<file path="src/rtl/fir_decim_mc_pkg.sv">
// Shared types and helpers for the multi-channel decimating FIR.
// sat_trunc handles accumulators up to SAT_ACC_W bits and samples up to SAT_OUT_W bits.
package fir_decim_mc_pkg;

  typedef enum logic [1:0] {
    S_LOAD,
    S_MAC,
    S_OUT
  } state_e;

  localparam int unsigned SAT_ACC_W = 160;
  localparam int unsigned SAT_OUT_W = 64;

  function automatic int unsigned acc_width(input int unsigned dw, input int unsigned taps);
    return 2 * dw + $clog2(taps);
  endfunction

  // Arithmetic shift, then optional clamp to the signed dw-bit range; caller keeps the low dw bits.
  function automatic logic [SAT_OUT_W-1:0] sat_trunc(input logic signed [SAT_ACC_W-1:0] acc,
                                                     input int unsigned frac,
                                                     input bit sat,
                                                     input int unsigned dw);
    logic signed [SAT_ACC_W-1:0] r;
    logic signed [SAT_ACC_W-1:0] hi;
    logic signed [SAT_ACC_W-1:0] lo;
    r  = acc >>> frac;
    hi = (SAT_ACC_W'(1) <<< (dw - 1)) - SAT_ACC_W'(1);
    lo = -hi - SAT_ACC_W'(1);
    if (sat && (r > hi)) begin
      r = hi;
    end else if (sat && (r < lo)) begin
      r = lo;
    end
    return r[SAT_OUT_W-1:0];
  endfunction

endpackage

</file>
<file path="src/rtl/fir_decim_mc_if.sv">
// Input-FIFO read side and output-FIFO write side of the decimating FIR.
interface fir_decim_mc_if #(
  parameter int unsigned CHANNELS   = 2,
  parameter int unsigned DATA_WIDTH = 32
);
  localparam int unsigned CH_W = $clog2(CHANNELS) + 1;

  logic [CHANNELS*DATA_WIDTH-1:0] in_data;
  logic                           in_empty;
  logic                           in_rd_en;
  logic [DATA_WIDTH-1:0]          out_data;
  logic [CH_W-1:0]                out_chan;
  logic                           out_full;
  logic                           out_wr_en;

  modport slave (
    input  in_data, in_empty, out_full,
    output in_rd_en, out_data, out_chan, out_wr_en
  );

  modport master (
    output in_data, in_empty, out_full,
    input  in_rd_en, out_data, out_chan, out_wr_en
  );
endinterface

</file>
<file path="src/rtl/fir_decim_mc_mac_lane.sv">
// Combinational MAC lane: N signed products summed into a SW-bit partial sum.
module fir_mac_lane #(
  parameter int unsigned N  = 1,
  parameter int unsigned DW = 32,
  parameter int unsigned SW = 2 * DW
) (
  input  logic signed [DW-1:0] samp_i [N],
  input  logic signed [DW-1:0] coef_i [N],
  output logic signed [SW-1:0] sum_o
);

  logic signed [2*DW-1:0] prod [N];

  always_comb begin
    prod  = '{default: '0};
    sum_o = '0;
    for (int unsigned i = 0; i < N; i++) begin
      prod[i] = samp_i[i] * coef_i[i];
      sum_o   = sum_o + SW'(prod[i]);
    end
  end

endmodule

</file>
<file path="src/rtl/fir_decim_mc.sv">
// Time-multiplexed decimating FIR: per-channel histories, shared MAC lane, one output burst
// of CHANNELS results every DECIMATION_FACTOR input reads.
module fir_decim_mc
  import fir_decim_mc_pkg::*;
#(
  parameter int unsigned TAP_COUNT         = 32,
  parameter int unsigned DECIMATION_FACTOR = 32,
  parameter int unsigned CHANNELS          = 2,
  parameter int unsigned MULT_PER_CYCLE    = 1,
  parameter int unsigned DATA_WIDTH        = 32,
  parameter int unsigned FRAC_BITS         = 0,
  parameter int unsigned SATURATE          = 0,
  parameter logic signed [DATA_WIDTH-1:0] TAPS [TAP_COUNT] = '{default: DATA_WIDTH'(1)}
) (
  input  logic           clock,
  input  logic           reset,
  fir_decim_mc_if.slave  bus
);

  localparam int unsigned M      = TAP_COUNT / MULT_PER_CYCLE;
  localparam int unsigned ACC_W  = acc_width(DATA_WIDTH, TAP_COUNT);
  localparam int unsigned CH_W   = $clog2(CHANNELS) + 1;
  localparam int unsigned CH_IW  = (CHANNELS > 1) ? $clog2(CHANNELS) : 1;
  localparam int unsigned TAP_IW = (TAP_COUNT > 1) ? $clog2(TAP_COUNT) : 1;
  localparam int unsigned MC_W   = $clog2(M + 1);
  localparam int unsigned DC_W   = $clog2(DECIMATION_FACTOR + 1);

  state_e                        state_q;
  logic signed [DATA_WIDTH-1:0]  hist_q [CHANNELS][TAP_COUNT];
  logic [DC_W-1:0]               dec_cnt_q;
  logic [MC_W-1:0]               mac_cnt_q;
  logic [CH_W-1:0]               ch_q;
  logic signed [ACC_W-1:0]       acc_q;
  logic [DATA_WIDTH-1:0]         out_data_q;
  logic [CH_W-1:0]               out_chan_q;

  logic [CH_IW-1:0]              ch_idx;
  logic [TAP_IW-1:0]             tap_idx;
  logic signed [DATA_WIDTH-1:0]  lane_samp [MULT_PER_CYCLE];
  logic signed [DATA_WIDTH-1:0]  lane_coef [MULT_PER_CYCLE];
  logic signed [ACC_W-1:0]       lane_sum;
  logic signed [ACC_W-1:0]       acc_d;
  logic [DATA_WIDTH-1:0]         out_data_d;

  assign ch_idx = ch_q[CH_IW-1:0];

  always_comb begin
    lane_samp = '{default: '0};
    lane_coef = '{default: '0};
    tap_idx   = '0;
    for (int unsigned i = 0; i < MULT_PER_CYCLE; i++) begin
      tap_idx      = TAP_IW'(mac_cnt_q * MULT_PER_CYCLE + i);
      lane_samp[i] = hist_q[ch_idx][tap_idx];
      lane_coef[i] = TAPS[tap_idx];
    end
  end

  fir_mac_lane #(
    .N  (MULT_PER_CYCLE),
    .DW (DATA_WIDTH),
    .SW (ACC_W)
  ) u_lane (
    .samp_i (lane_samp),
    .coef_i (lane_coef),
    .sum_o  (lane_sum)
  );

  // The last MAC cycle rescales the sum including its own partial product.
  assign acc_d      = acc_q + lane_sum;
  assign out_data_d = DATA_WIDTH'(sat_trunc(SAT_ACC_W'(acc_d), FRAC_BITS, SATURATE != 0, DATA_WIDTH));

  assign bus.in_rd_en  = (state_q == S_LOAD) && !bus.in_empty && !reset;
  assign bus.out_wr_en = (state_q == S_OUT) && !bus.out_full && !reset;
  assign bus.out_data  = out_data_q;
  assign bus.out_chan  = out_chan_q;

  always_ff @(posedge clock) begin
    if (reset) begin
      state_q    <= S_LOAD;
      dec_cnt_q  <= '0;
      mac_cnt_q  <= '0;
      ch_q       <= '0;
      acc_q      <= '0;
      out_data_q <= '0;
      out_chan_q <= '0;
      for (int unsigned c = 0; c < CHANNELS; c++) begin
        for (int unsigned k = 0; k < TAP_COUNT; k++) begin
          hist_q[c][k] <= '0;
        end
      end
    end else begin
      case (state_q)
        S_LOAD: begin
          if (!bus.in_empty) begin
            for (int unsigned c = 0; c < CHANNELS; c++) begin
              hist_q[c][0] <= bus.in_data[c*DATA_WIDTH +: DATA_WIDTH];
              for (int unsigned k = 1; k < TAP_COUNT; k++) begin
                hist_q[c][k] <= hist_q[c][k-1];
              end
            end
            if (dec_cnt_q == DC_W'(DECIMATION_FACTOR - 1)) begin
              dec_cnt_q <= '0;
              ch_q      <= '0;
              acc_q     <= '0;
              mac_cnt_q <= '0;
              state_q   <= S_MAC;
            end else begin
              dec_cnt_q <= dec_cnt_q + 1'b1;
            end
          end
        end
        S_MAC: begin
          acc_q <= acc_d;
          if (mac_cnt_q == MC_W'(M - 1)) begin
            mac_cnt_q  <= '0;
            out_data_q <= out_data_d;
            out_chan_q <= ch_q;
            state_q    <= S_OUT;
          end else begin
            mac_cnt_q <= mac_cnt_q + 1'b1;
          end
        end
        S_OUT: begin
          if (!bus.out_full) begin
            if (ch_q < CH_W'(CHANNELS - 1)) begin
              ch_q    <= ch_q + 1'b1;
              acc_q   <= '0;
              state_q <= S_MAC;
            end else begin
              state_q <= S_LOAD;
            end
          end
        end
        default: state_q <= S_LOAD;
      endcase
    end
  end

endmodule
</file>
<file path="src/flat_wrapper.sv">
// flat-port wrapper written by rule: the top's interface ports become plain ports
module fir_decim_mc_flat import fir_decim_mc_pkg::*;
#(
  parameter int unsigned TAP_COUNT         = 32,
  parameter int unsigned DECIMATION_FACTOR = 32,
  parameter int unsigned CHANNELS          = 2,
  parameter int unsigned MULT_PER_CYCLE    = 1,
  parameter int unsigned DATA_WIDTH        = 32,
  parameter int unsigned FRAC_BITS         = 0,
  parameter int unsigned SATURATE          = 0,
  parameter logic signed [DATA_WIDTH-1:0] TAPS [TAP_COUNT] = '{default: DATA_WIDTH'(1)}
)
  (clock, reset, bus_in_data, bus_in_empty, bus_out_full, bus_in_rd_en, bus_out_data, bus_out_chan, bus_out_wr_en);
  fir_decim_mc_if #(.CHANNELS(CHANNELS), .DATA_WIDTH(DATA_WIDTH)) bus_i ();
  input  logic clock;
  input  logic reset;
  input wire logic [$bits(bus_i.in_data)-1:0] bus_in_data;
  input wire logic [$bits(bus_i.in_empty)-1:0] bus_in_empty;
  input wire logic [$bits(bus_i.out_full)-1:0] bus_out_full;
  output wire logic [$bits(bus_i.in_rd_en)-1:0] bus_in_rd_en;
  output wire logic [$bits(bus_i.out_data)-1:0] bus_out_data;
  output wire logic [$bits(bus_i.out_chan)-1:0] bus_out_chan;
  output wire logic [$bits(bus_i.out_wr_en)-1:0] bus_out_wr_en;
  assign bus_i.in_data = bus_in_data;
  assign bus_i.in_empty = bus_in_empty;
  assign bus_i.out_full = bus_out_full;
  assign bus_in_rd_en = bus_i.in_rd_en;
  assign bus_out_data = bus_i.out_data;
  assign bus_out_chan = bus_i.out_chan;
  assign bus_out_wr_en = bus_i.out_wr_en;
  fir_decim_mc #(.TAP_COUNT(TAP_COUNT), .DECIMATION_FACTOR(DECIMATION_FACTOR), .CHANNELS(CHANNELS), .MULT_PER_CYCLE(MULT_PER_CYCLE), .DATA_WIDTH(DATA_WIDTH), .FRAC_BITS(FRAC_BITS), .SATURATE(SATURATE), .TAPS(TAPS)) u_core (.clock(clock), .reset(reset), .bus(bus_i));
endmodule
</file>
<file path="config.mk">
export PLATFORM = sky130hd
export DESIGN_NAME = fir_decim_mc_flat
export DESIGN_NICKNAME = d
export VERILOG_FILES = /design/src/rtl/fir_decim_mc_pkg.sv /design/src/rtl/fir_decim_mc_if.sv /design/src/rtl/fir_decim_mc_mac_lane.sv /design/src/rtl/fir_decim_mc.sv /design/src/flat_wrapper.sv
export SDC_FILE = /design/constraint.sdc
export NUM_CORES = 2
export LEC_CHECK = 0
export CORE_ASPECT_RATIO = 1.1
export CORE_MARGIN = 5
export CORE_UTILIZATION = 30
export CTS_BUF_LIST = sky130_fd_sc_hd__clkbuf_16
export DETAILED_ROUTE_END_ITERATION = 6
export SKIP_LAST_GASP = 1
export SLEW_MARGIN = 20
export SYNTH_ARGS = -nofsm -noshare
export SYNTH_HDL_FRONTEND = slang
export SYNTH_SLANG_ARGS = --single-unit
export TNS_END_PERCENT = 10
</file>
<file path="constraint.sdc">
create_clock -name clock -period 47.1 [get_ports clock]
set_clock_uncertainty 0.1 [all_clocks]
set_input_delay 9.42 -clock clock [delete_from_list [all_inputs] [get_ports clock]]
set_output_delay 9.42 -clock clock [all_outputs]
set_load 0.03 [all_outputs]
</file>
## Word level (Yosys, flattened, before mapping)

Memories as Yosys holds them, arrays and structs flattened. A register that Yosys moved wholly into a read port is not among the register bits.
Index checks and enable logic that the tools add are counted.

| storage, ports and cells | value |
|---|---|
| register bits after elaboration | 119 |
| bits in writable memories | 2048 |
| ROM bits | 1024 |
| input port bits | 68 |
| output and inout port bits | 36 |
| memories kept | 2 |

| operators by class | value |
|---|---|
| add/subtract/negate cells | 4 |
| multipliers | 1 |
| magnitude comparators | 2 |
| eq/ne operators | 9 |
| muxes and demuxes | 98 |
| bitwise gates (word level) | 66 |
| reductions and logical operators | 17 |

Memory list:

| name | depth | width | read ports | clocked after memory_dff | write ports | line | source |
|---|---|---|---|---|---|---|---|
| u_core.hist_q | 2 | 1024 | 3 | 1 | 2 | fir_decim_mc.sv:29 | `logic signed [DATA_WIDTH-1:0] hist_q [CHANNELS][TAP_COUNT];` |
| (name not given) | 32 | 32 | 1 | 0 | 0 | fir_decim_mc.sv:54 | `lane_coef[i] = TAPS[tap_idx];` |

Operators by type and width:

| cell | number |
|---|---|
| two-way mux 32 bit | 68 |
| two-way mux 69 bit | 4 |
| one-hot mux 69 bit (3 select lines) | 1 |
| binary-select mux 32 bit (select 5 bit) | 1 |
| adder 69 x 64 -> 69 bit | 1 |
| multiplier 32 x 32 -> 64 bit | 1 |
| bitwise OR 1 bit | 64 |
| two-way mux 6 bit | 4 |
| two-way mux 2 bit | 8 |
| adder 6 x 1 -> 6 bit (second input constant) | 2 |
| == test 6 x 5 -> 1 bit (second input constant) | 2 |
| one-hot mux 6 bit (2 select lines) | 1 |
| AND reduction 5 bit | 2 |
| two-way mux 1 bit | 9 |
| inequality test 2 bit (second input constant) | 4 |
| greater-or-equal comparator 6 bit (second input constant) | 1 |
| inverter 5 -> 6 bit | 1 |
| one-hot mux 2 bit (3 select lines) | 1 |
| logical AND 1 bit | 4 |
| one-hot mux 2 bit (2 select lines) | 1 |
| AND reduction 2 bit | 2 |
| AND reduction 4 bit | 1 |
| nonzero test 2 bit | 2 |
| logical NOT 1 bit | 3 |
| 9 further kinds | 9 |

## Longest topological paths before layout

| depth | value |
|---|---|
| depth in word-level cells | 7 |
| depth in mapped cells | 22 |
| mapped depth without buffers | 18 |

## Cells and area by module

Synthesis repeated with hierarchy kept, for this count alone.

| unflattened totals | value |
|---|---|
| cells, all modules | 9692 |
| area, all modules | 132334.4 um^2 |

Modules (own cells, without submodules):

| module | instances | cells an instance | area an instance (um^2) | seq. area each (um^2) |
|---|---|---|---|---|
| fir_decim_mc | 1 | 5831 | 96120.9 | 63160.6 |
| fir_mac_lane | 1 | 3861 | 36213.5 | 0.0 |

## Worst setup path before layout

Ideal clock, no wire load.

| path | value |
|---|---|
| path kind | input port to flip-flop |
| from | input bus_in_empty |
| to | memory u_core.hist_q[0][0] (netlist bit), enable pin |
| library setup time | 1.604 ns |
| arrival time | 34.295 ns |
| data required time | 45.396 ns |
| path slack | 11.101 ns |
| stages on the path | 2 |
| buffers on the path | 0 |
| cells stage by stage | nor3_1 or2_2 |

RTL lines:

| element | line | source |
|---|---|---|
| from (decl) | flat_wrapper.sv:18 | `input wire logic [$bits(bus_i.in_empty)-1:0] bus_in_empty;` |
| to (decl) | fir_decim_mc.sv:29 |  |

## Worst setup path after layout

| path | value |
|---|---|
| from | input bus_in_empty |
| to | output bus_in_rd_en |

| between the ends | value |
|---|---|
| word-level cells in the longest chain between the ends | 3 |

RTL lines:

| element | line | source |
|---|---|---|
| logical NOT 1 bit | fir_decim_mc.sv:72 | `assign bus.in_rd_en = (state_q == S_LOAD) && !bus.in_empty && !reset;` |
| logical AND 1 bit (2 in series) | fir_decim_mc.sv:72 |  |
| to (decl) | flat_wrapper.sv:20 | `output wire logic [$bits(bus_i.in_rd_en)-1:0] bus_in_rd_en;` |

No other way between the ends.

==> key figures <==
Floorplanning
  • Row count: 218
  • Die width: 551 um
  • Initial core utilization: between 30% and 40%
  • Top Ports: ~100
  • Total core area: around 0.32 sq mm
  • Die area: around 0.33 sq mm
  • Die H: 606 um

Yosys
  • Yosys warnings: 0
  • Post-synth EDFFs: 2048
  • Post-synthesis mux area share: approximately 16%
  • Synth Area in XOR/XNOR: less than 1%
  • Gate Count Post-Synth: ~5800
  • Post-Syn Nets: between 6000 and 7000
  • Synth Flop Type: edfxtp_1
  • Post-Synth Adder-Cell Area: under 10%
  • #FFs+latches synth: between 2000 and 2500
  • Post-Syn Area: about 0.097 sq mm
  • Post-synthesis sequential area ratio: between 60% and 70%
  • Simple-gate portion of the synthesized area: 14.3%
  • Synth Area in Compound Gates: under 10%
  • Post-synth ARST share: 0%
  • Distinct cells, synth: 56
  • Mapped Avg Cell Area: between 15 and 20 sq um
  • Combinational family with the most area after synthesis: multiplexers

STA
  • RSZ-0062 raised after global routing: false
  • Setup violations, final: 0
  • Worst Slack Setup Final: between 20000 and 30000 ps
  • Hold slack: around 360 ps
  • Fmax: about 0.048 GHz
  • Normalized max-slew margin: a little under a quarter
  • Fin crit share: 44.4%
  • Slew @ Worst Pin: 1150 ps
  • Post-route minimum period: roughly 21000 ps
  • Hold Vio Cnt, Final: 0
  • Setup tns final: 0 ps
  • Final Max Tran Viols: 0

Layout
  • Commonest non-fill, non-tap cells in the layout: and2_1 (2048), edfxtp_1 (2048), mux4_2 (655)
  • Fraction of layout cells with a size suffix above 1: between 10% and 20%
  • Core Util, Final: 33.9%
  • Finished Layout Cells: roughly 10000
  • Nets: 6007
  • Area Growth Syn to Fin: 12.4%

CTS
  • Cts bufs inserted: 210
  • CTS tree: built
  • H-tree lvl count: 4
  • Clock sink count: 2131
  • Buffer count from post-CTS setup fixing: 0
  • Post-CTS sizing: 0
  • CTS Buffer Depth: 4
  • Clk_lat worst skew: a little under 900 ps
  • Cts hold-fix bufs: 0
  • CTS root buffer: clkbuf_16
  • Worst-path clk slew: 60 ps

Hold path
  • Hold Crit Class: flip-flop to flip-flop

Setup path
  • Critical Path Max Stage Delay: approximately 810 ps
  • Largest delay contributor family on the critical path: buffers and inverters
  • R2r setup slk: between 30000 and 40000 ps
  • CP max stage cell: clkdlybuf4s50_1
  • Req. time, crit path: 37580 ps
  • Worst Reg-to-Reg Cells: 19
  • Crit path DAT: around 11000 ps
  • Setup crit end kind: output pin
  • Worst R2R End: u_core.acc_q[25]
  • CP Max Fanout: 3
  • Cell mode on critical path: clkdlybuf4s50_1
  • Worst Setup SP: bus_in_empty
  • Worst path cell trace: clkdlybuf4s50_1, nor4_4, clkdlybuf4s50_1
  • End point of the critical path: bus_in_rd_en
  • Critical Path Source Type: input pin
  • CP bufs+invs: 2
  • Cell depth of the worst setup path: 3
  • WS Path Type: input pin to output pin

Route
  • DRC: 0
  • Detailed Routing Iterations Pass 1: 5
  • Drt total wl: 190 mm
  • Via density: approximately 4.8
  • DR vias: roughly 50000
  • WL/cell: around 18 um
  • DRT iter0 DRCs: 4430
  • Post-route ant nets: 0

Global routing
  • Total global-route track usage: ~11%
  • Largest net degree at the start of global routing: between 300 and 400
  • Initial antenna violation count: 10
  • Number of global-route vias before repair: ~50000
  • GRT overflow: 0
  • Global-route wire length before repair: between 200 and 300 mm

Run
  • Max Cap Violations: 0

Power
  • Clock share of power: between 40% and 50%
  • Sw frac: between 20% and 30%
  • Maximum VDD drop: ~33 uV
  • Seq pwr share: 55.6%
  • Leak: a little under 40 nW
  • Int Pwr: roughly 3.2 mW
  • Comb power frac: under 10%
  • Power Dens Cells: approximately 37 mW/mm^2
  • Net switching power: 0.867 mW

Status
  • Status: completed

Place
  • Dpl cells: approximately 9900
  • DP Wirelength: around 110 mm
  • Final GP Congestion: about 0.77
  • Port Buf Inserts: approximately 100
  • Place WS: between 20000 and 30000 ps
Yosys cell counts (all sizes together) (7+ instances only):
master / instances / share of area, %
nand3b: 11 / 0.085
inv: 7 / 0.027
mux2i: 17 / 0.18
xor2: 10 / 0.091
mux2: 12 / 0.14
o21ai: 36 / 0.19
edfxtp: 2048 / 64
a21oi: 63 / 0.33
nand2: 86 / 0.33
a21o: 14 / 0.11
a22oi: 28 / 0.22
a211oi: 7 / 0.054
buf: 83 / 0.52
clkbuf: 326 / 1.3
nand3: 17 / 0.088
nor2: 54 / 0.21
nor3: 10 / 0.052
dfxtp: 83 / 1.7
ha: 121 / 1.6
xnor2: 18 / 0.16
mux4: 655 / 15
and2: 2049 / 13
stage by stage:
stage / power (mW) / instance area [sq um]
after floorplan: 2.48 / 96700
after global placement: 2.46 / 102000
after detailed placement: 2.47 / 102000
after CTS: 4.11 / 109000
after global routing: 4.21 / 109000
final: 4.05 / 109000
state kept, by name, summed over array words and instances, names as in the netlist, named ones only:
name / flops
u_core.acc_q: 32
u_core.bus.out_chan: 2
u_core.bus.out_data: 32
u_core.ch_q: 2
u_core.dec_cnt_q: 6
u_core.hist_q: 2048
u_core.mac_cnt_q: 6
u_core.state_q: 2
logic make-up (layout without fill, tap and decap cells):
family / Yosys count / in the layout
fa+ha+maj: 122 / 122
simple gates: 2268 / 2268
flops: 2131 / 2131
compound gates: 183 / 183
xor+xnor: 28 / 28
mux: 684 / 684
buf+inv: 416 / 566
other cells: 0 / 4
power groups by stage:
stage	registers, mW	logic (mW)	clock network [mW]
final	2.25	0.179	1.62
after global routing	2.27	0.197	1.75
after CTS	2.25	0.183	1.67
after detailed placement	2.29	0.182	0
after global placement	2.28	0.177	0
after floorplan	2.35	0.131	0
routing by layer:
| metal | vias to the layer above | track usage, % | wire length (um) |
|---|---|---|---|
| met5 | - | 0 | 0 |
| met4 | 0 | 4.05 | 6700 |
| met3 | 296 | 1.78 | 9270 |
| met2 | 1027 | 17.2 | 88000 |
| met1 | 25600 | 15.9 | 86100 |
| li1 | 21900 | - | - |
worst min-delay path, stage by stage, from the launching register on:
cell and delay, ps:
dfxtp_1 310, nand2_1 50, a21oi_1 50
layout make-up:
cell class,instances,area [sq um]
Timing Repair Buffer,182,1770
Fill cell,30600,212000
Antenna cell,4,10.0
Tap cell,4290,5370
Clock inverter,165,1200
Clock buffer,212,5310
Multi-Input combinational cell,3285,31900
Inverter,7,26.3
Sequential cell,2131,63200
worst min path at each step:
stage / from / slack, ps / endpoint / cells after the start
detailed placement: u_core.bus.out_data[13] / 360 / u_core.bus.out_data[13] / 2
global route: u_core.bus.out_data[13] / 390 / u_core.bus.out_data[13] / 2
global placement: u_core.bus.out_data[21] / 350 / u_core.bus.out_data[21] / 2
floorplan: u_core.acc_q[29] / 340 / u_core.acc_q[29] / 2
CTS: u_core.bus.out_chan[1] / 360 / u_core.bus.out_chan[1] / 2
finish: u_core.bus.out_data[28] / 360 / u_core.bus.out_data[28] / 2
Power figures use the tool's default switching activity.
